**src/rtl/fft_stage_ctrl.sv**
```systemverilog
// Stage/butterfly sequencer for an in-place radix-2 DIT FFT over ping-pong RAM banks.
// Issues one butterfly per cycle, then drains the butterfly pipeline before the next stage.
module fft_stage_ctrl #(
  parameter int unsigned ADDR_WIDTH = 3,
  parameter int unsigned BF_LATENCY = 3
) (
  input  logic                      clk,
  input  logic                      rst,
  input  logic                      start,
  output logic                      busy,
  output logic                      done,
  output logic [ADDR_WIDTH-1:0]     rd_addr_a,
  output logic [ADDR_WIDTH-1:0]     rd_addr_b,
  output logic                      rd_en,
  output logic                      rd_bank,
  output logic [ADDR_WIDTH-2:0]     tw_addr,
  output logic [2*ADDR_WIDTH-1:0]   m_in,
  output logic                      bf_valid,
  output logic                      wr_en,
  output logic [3:0]                stage
);

  localparam int unsigned AW   = ADDR_WIDTH;
  localparam int unsigned CntW = $clog2(BF_LATENCY + 2);
  localparam logic [AW-1:0] KLast = AW'((1 << (AW - 1)) - 1);

  typedef enum logic [1:0] {StIdle, StRun, StDrain, StDone} state_e;

  state_e              st_q, st_d;
  logic [3:0]          stage_d;
  logic [AW-1:0]       k_q, k_d;
  logic [CntW-1:0]     cnt_q, cnt_d;
  logic [BF_LATENCY-1:0] wr_pipe;

  logic [AW-1:0] mask, pos, a_d, b_d, tw_full;
  logic          run_d, busy_d;

  always_comb begin
    st_d    = st_q;
    stage_d = stage;
    k_d     = k_q;
    cnt_d   = cnt_q;
    unique case (st_q)
      StIdle: begin
        if (start) begin
          st_d    = StRun;
          stage_d = '0;
          k_d     = '0;
        end
      end
      StRun: begin
        if (k_q == KLast) begin
          st_d  = StDrain;
          cnt_d = '0;
        end else begin
          k_d = k_q + AW'(1);
        end
      end
      StDrain: begin
        if (cnt_q == CntW'(BF_LATENCY)) begin
          if (stage == 4'(AW - 1)) begin
            st_d    = StDone;
            stage_d = '0;
          end else begin
            st_d    = StRun;
            stage_d = stage + 4'd1;
            k_d     = '0;
          end
        end else begin
          cnt_d = cnt_q + CntW'(1);
        end
      end
      StDone: begin
        // A held start launches the next transform without passing through idle.
        if (start) begin
          st_d    = StRun;
          stage_d = '0;
          k_d     = '0;
        end else begin
          st_d = StIdle;
        end
      end
      default: st_d = StIdle;
    endcase

    run_d  = (st_d == StRun);
    busy_d = (st_d == StRun) || (st_d == StDrain);

    // a = grp*2*span + pos: clear the low s bits of k, shift the group index up one.
    mask    = (AW'(1) << stage_d) - AW'(1);
    pos     = k_d & mask;
    a_d     = ((k_d & ~mask) << 1) | pos;
    b_d     = a_d | (AW'(1) << stage_d);
    tw_full = pos << (4'(AW - 1) - stage_d);
  end

  always_ff @(posedge clk) begin
    if (rst) begin
      st_q      <= StIdle;
      stage     <= '0;
      k_q       <= '0;
      cnt_q     <= '0;
      busy      <= 1'b0;
      done      <= 1'b0;
      rd_en     <= 1'b0;
      rd_bank   <= 1'b0;
      rd_addr_a <= '0;
      rd_addr_b <= '0;
      tw_addr   <= '0;
      m_in      <= '0;
      bf_valid  <= 1'b0;
      wr_pipe   <= '0;
    end else begin
      st_q      <= st_d;
      stage     <= stage_d;
      k_q       <= k_d;
      cnt_q     <= cnt_d;
      busy      <= busy_d;
      done      <= (st_d == StDone);
      rd_en     <= run_d;
      rd_bank   <= busy_d & stage_d[0];
      rd_addr_a <= run_d ? a_d : '0;
      rd_addr_b <= run_d ? b_d : '0;
      tw_addr   <= run_d ? tw_full[AW-2:0] : '0;
      m_in      <= {rd_addr_b, rd_addr_a};
      bf_valid  <= rd_en;
      wr_pipe   <= (wr_pipe << 1) | BF_LATENCY'(bf_valid);
    end
  end

  assign wr_en = wr_pipe[BF_LATENCY-1];

endmodule

```
**config.mk**
```make
export PLATFORM = sky130hd
export DESIGN_NAME = fft_stage_ctrl
export DESIGN_NICKNAME = d
export VERILOG_FILES = /design/src/rtl/fft_stage_ctrl.sv
export SDC_FILE = /design/constraint.sdc
export NUM_CORES = 1
export LEC_CHECK = 0
export CAP_MARGIN = 20
export CORE_MARGIN = 2
export CORE_UTILIZATION = 51
export DETAILED_ROUTE_END_ITERATION = 10
export PLACE_DENSITY = 0.82
export SYNTH_ARGS = -nofsm -noshare
export SYNTH_HDL_FRONTEND = slang
export SYNTH_SLANG_ARGS = --single-unit
```
**constraint.sdc**
```tcl
create_clock -name clk -period 3.1 [get_ports clk]
set_clock_uncertainty 0.05 [all_clocks]
set_input_delay 0.465 -clock clk [delete_from_list [all_inputs] [get_ports clk]]
set_output_delay 0.465 -clock clk [all_outputs]
set_load 0.03 [all_outputs]
```
* Yosys cells after proc, flatten, opt, wreduce, memory -nomap -nowiden *
Cells that the tools add are included.

operators by class
  add/sub/neg operators = 5
  reduce and logical (&&, ||, !) cells = 6
  equal/unequal tests = 11
  muxes and demuxes = 18
  bitwise operators = 8
  shift-type cells = 2

operators with widths
  cell                   count
  $mux W3                6
  $mux W4                3
  $pmux W3 S3            1
  $eq A2 B2 Y1 const B   4
  $mux W2                4
  $pmux W2 S4            1
  $pmux W4 S2            1
  $add A3 B1 Y3 const B  2
  $eq A3 B2 Y1 const B   2
  $or A3 B3 Y3           2
  $pmux W3 S2            1
  $add A4 B1 Y4 const B  1
  $eq A2 B1 Y1 const B   2
  $eq A4 B2 Y1 const B   1
  $ne A2 B2 Y1 const B   2
  $reduce_or A2 Y1       2
  $shl A1 B4 Y3 const A  1
  $shl A3 B4 Y2          1
  $sub A2 B4 Y4 const A  1
  $and A3 B3 Y3          1
  $or A3 B1 Y3           1
  $reduce_and A3 Y1      1
  $sub A3 B2 Y3 const B  1
  $and A2 B2 Y2          1
  other kinds (7)        7

word-level totals
  logic and storage cells = 64
  bits in registers = 34
  bits of input ports = 3

* Longest topological paths before layout *
  depth after elaboration = 10
  depth in mapped cells = 14
  depth with buffers taken out = 14

* Worst setup path after synthesis *
Ideal clock, no wire load.

  kind = reg-to-reg
  from = register stage[1]
  to = register rd_addr_a[2]
  slack = 352 ps
  required time = 2977 ps
  cell stages (with the launch flop) = 9
  arrival time = 2624 ps
  cell sequence = dfxtp_1 ha_1 or3b_4 a32oi_2 nand2_1 or3_1 ha_1 or4_4 o211ai_2

between the ends
  cells in the longest elaborated chain, start to end = 9
  elaborated cells between the ends (all ways) = 21
  classes of those cells = add/sub (2); eq/ne (2); shift (1); mux (10); bitwise (5); reduce/logical (1)

RTL lines
  what                                                  RTL line  RTL
  from (decl)                                           20        output logic [3:0] stage
  from (signal assigned)                                115       stage <= stage_d;
  $add A4 B1 Y4 / $eq A4 B2 Y1 (equally long branches)  66, 61
  $mux W4                                               61        if (stage == 4'(AW - 1)) begin
  $mux W4                                               60        if (cnt_q == CntW'(BF_LATENCY)) begin
  $pmux W4 S2                                           43        unique case (st_q)
  $shl A1 B4 Y3                                         90        mask = (AW'(1) << stage_d) - AW'(1);
  $sub A3 B2 Y3                                         90
  $not A2 Y2                                            92        a_d = ((k_d & ~mask) << 1) | pos;
  $and A2 B2 Y2                                         92
  $or A3 B3 Y3                                          92
  to (signal assigned)                                  122       rd_addr_a <= run_d ? a_d : '0;
  to (decl)                                             12        output logic [ADDR_WIDTH-1:0] rd_addr_a,

Several ways; a longest one is shown, not always the timed one.
A chain may end at the register's enable or synchronous reset.

* Final worst setup path *
  from = register st_q[1]
  to = register rd_addr_a[2]

between the ends
  cells in the longest elaborated chain, start to end = 8
  elaborated cells between the ends (all ways) = 20
  classes of those cells = add/sub (1); eq/ne (4); shift (1); mux (6); bitwise (5); reduce/logical (3)

RTL lines
  what                                                     RTL line  RTL
  from (decl)                                              29        state_e st_q, st_d;
  from (signal assigned)                                   99        st_q <= StIdle;
  from (signal assigned)                                   114       st_q <= st_d;
  $eq A2 B2 Y1 / $logic_not A2 Y1 (equally long branches)  43
  $reduce_or A2 Y1 (no line)                               n/a
  $pmux W4 S2                                              43
  $shl A1 B4 Y3                                            90
  $sub A3 B2 Y3                                            90
  $not A2 Y2                                               92
  $and A2 B2 Y2                                            92
  $or A3 B3 Y3                                             92

Several ways; a longest one is shown, not always the timed one.

==> flow_summary_export.csv <==
group,metric,value,unit
cells_and_area,fin_area,1954,um^2
detailed_routing,drc,0,
logic_synthesis,synth_top_cell_by_area,"dfxtp_1",
pwr,p_leak,0.8056,nW
worst_setup_path,crit_path_start_kind,"register",
detailed_routing,drt-initial-drc-count,81,
cells_and_area,instances_no_fill,232,
logic_synthesis,seq_area_frac_synth,43.52,%
worst_setup_path,critPathRequiredTime,3.31,ns
logic_synthesis,synth_seq_cells,34,
placed_design,finalWeightedCongestion,0.8554,
cells_and_area,layout.nets,215,
global_routing,grt-ovfl-total,0,
logic_synthesis,synth.most_common_cell,"dfxtp_1",
clocking,cts_tree,"built",
sta,final_hold_viol_count,0,
floorplanning,die_area,3525,um^2
floorplanning,row_count,20,
detailed_routing,num_vias,1301,
placed_design,dp.cells,224,
logic_synthesis,synth_ff_type,"dfxtp_1",
sta,min_period,2.869,ns
placed_design,dp_hpwl,2.408,mm
clocking,htree_levels,2,
sta,maxSlewHeadroom,73.58,%
logic_synthesis,syn_area_per_cell,9.365,um^2
worst_setup_path,critPathBufInv,2,
detailed_routing,drt_pre_antenna_iters,4,
run,maxCapViolCount,0,
clocking,cts_sinks,34,
cells_and_area,diodes,0,
sta,tightestPinTransition,0.3962,ns
logic_synthesis,synth_warnings,0,
logic_synthesis,syn_area,1564,um^2
global_routing,antenna_found_initial,0,
global_routing,track_usage,20.47,%
logic_synthesis,synthArstFlopShare,0,%
detailed_routing,via_per_inst,5.608,
floorplanning,die_y,59.38,um
floorplanning,die_w,59.38,um
detailed_routing,ant_nets,0,
cells_and_area,drive_gt1_share,10.55,%
floorplanning,io_pins,27,
placed_design,placed_area,1863,um^2
floorplanning,initial_core_util,52.52,%
logic_synthesis,ys_top_cells_by_count,"34 x dfxtp_1, 17 x nor2b_1, 16 x nor2_1",
clocking,clk_pin_slew,0.10,ns
sta,slew_viol_final,0,
worst_setup_path,slowest_stage,"or4_4",
worst_setup_path,arrival,3.08,ns
detailed_routing,post_drt_wl_per_cell,13.74,um
sta,maxClockFrequency,0.3486,GHz
logic_synthesis,synth.distinct_cells,39,
worst_setup_path,slowest_delay,0.54,ns
global_routing,grt_pass1_wl,5.506,mm
worst_setup_path,worst_setup_path_end_kind,"register",
worst_hold_path,hp-class,"reg2reg",
cells_and_area,fin_util,65.63,%
pwr,powerDensity,433.8,nW/um^2
placed_design,numPortBuffers,26,
worst_setup_path,worstSetupPathType,"reg2reg",
sta,finalSetupTns,0,ns
worst_setup_path,path_max_fanout,9,
logic_synthesis,synth_edf_count,0,
worst_setup_path,cp_cell_sequence,"inv_1 > ha_1 > o21bai_4 > a21o_1 > a32oi_2 > buf_4 > nand4b_1 > ha_1 > or4_4 > o211ai_2",
global_routing,grt_max_degree,25,
sta,min_period_over_period,92.54,%
cells_and_area,synthToLayoutAreaGrowth,24.96,%
outcome,outcome,"finished clean",
clocking,worstSkewPairLatency,0.33,ns
clocking,clock-root-buffer,"clkbuf_4",
floorplanning,core_area,2978,um^2
worst_setup_path,crit_path_frequent_cell,"ha_1",
clocking,cts-buffers-inserted,5,
sta,rsz0062_at_grt,"false",
global_routing,grt_pass1_vias,1257,
sta,hold_ws,0.4077,ns
detailed_routing,routed_wl,3.187,mm
logic_synthesis,syn-instance-count,167,
pwr,ir_drop,285.0,uV
clocking,cts_hold_buf,0,
logic_synthesis,synth_top_area_share,43.52,%
worst_setup_path,cpLargestDelayFamily,"simple AND/OR/NAND/NOR gates",
logic_synthesis,syn_nets,183,
sta,finalSetupViolCount,0,
clocking,clockBufferDepth,2,
logic_synthesis,synth.area.top_cells,"dfxtp_1 44%, ha_1 10%, nor2b_1 6.8%",
-- where the power goes --
| group | total (mW) | switching, mW | internal [mW] |
|---|---|---|---|
| clock | 0.325 | 0.137 | 0.188 |
| combinational | 0.0738 | 0.0436 | 0.0302 |
| sequential | 0.449 | 0.00466 | 0.445 |
-- cell families after synthesis --
logic type,share of synthesized area [%]
AOI/OAI and AO/OA,15.12
muxes,2.640
DFF,43.52
xor gates and xnor gates,0.5601
adders and majority gates,10.40
and+or+nand+nor,24.24
buffers and inverters,3.520
-- layer usage --
layer / part of all wire [%] / vias to the layer above / global-route usage [%] / routed length, um
li1: - / 636 / - / -
met1: 42 / 607 / 24.18 / 1335
met2: 52 / 53 / 35.48 / 1642
met3: 5.6 / 5 / 6.332 / 179
met4: 0.94 / 0 / 5.844 / 30
met5: 0 / - / 0 / 0
-- final timing paths --
path | from | end | slack (ns) | cells after the start
max | st_q[1]$_SDFF_PP0_ | rd_addr_a[2]$_SDFF_PP0_ | 0.23 | 10
min | wr_pipe[1]$_SDFF_PP0_ | wr_pipe[2]$_SDFF_PP0_ | 0.41 | 1
max reg2reg | st_q[1]$_SDFF_PP0_ | rd_addr_a[2]$_SDFF_PP0_ | 0.23 | 10
min reg2reg | wr_pipe[1]$_SDFF_PP0_ | wr_pipe[2]$_SDFF_PP0_ | 0.41 | 1
-- metrics by stage --
stage / setup WS (ns) / total power, mW
6_report: 0.2314 / 0.8479
5_1_grt: 0.02923 / 0.8788
4_1_cts: 0.1323 / 0.8531
3_5_place_dp: 0.1208 / 0.5325
3_3_place_gp: 0.2251 / 0.5295
2_1_floorplan: 0.3524 / 0.5075
-- state kept, by name, summed over array words and instances, names as in the netlist --
register,cells
m_in,6
stage,4
cnt_q,3
k_q,3
rd_addr_a,3
rd_addr_b,3
wr_pipe,3
st_q,2
tw_addr,2
bf_valid,1
busy,1
done,1
rd_bank,1
rd_en,1
-- repair_timing --
| action | in CTS | in global routing |
|---|---|---|
| gates resized for setup | 0 | 3 |
| setup endpoints to repair | 0 | 2 |
| setup buffers | 0 | 1 |
-- layout make-up --
class                   count  area (um^2)
clock buffers               6        51.30
clock inverters             1        30.03
fillers                   221         1023
inverters                  10        37.54
multi-input cells         119        830.8
flip-flops and latches     34        680.7
well taps                  33        41.29
repair buffers             29        282.8
-- cell usage in the layout, fill, tap and decap left out, types with 4 or more instances in the layout --
cell and n:
dfxtp_1 34, nand4_1 4, a21oi_1 8, clkbuf_4 5, nand2_1 14, nor2_1 16
nor2b_1 17, ha_1 12, clkdlybuf4s50_1 26, inv_1 10
(Power assumes the default switching activity.)
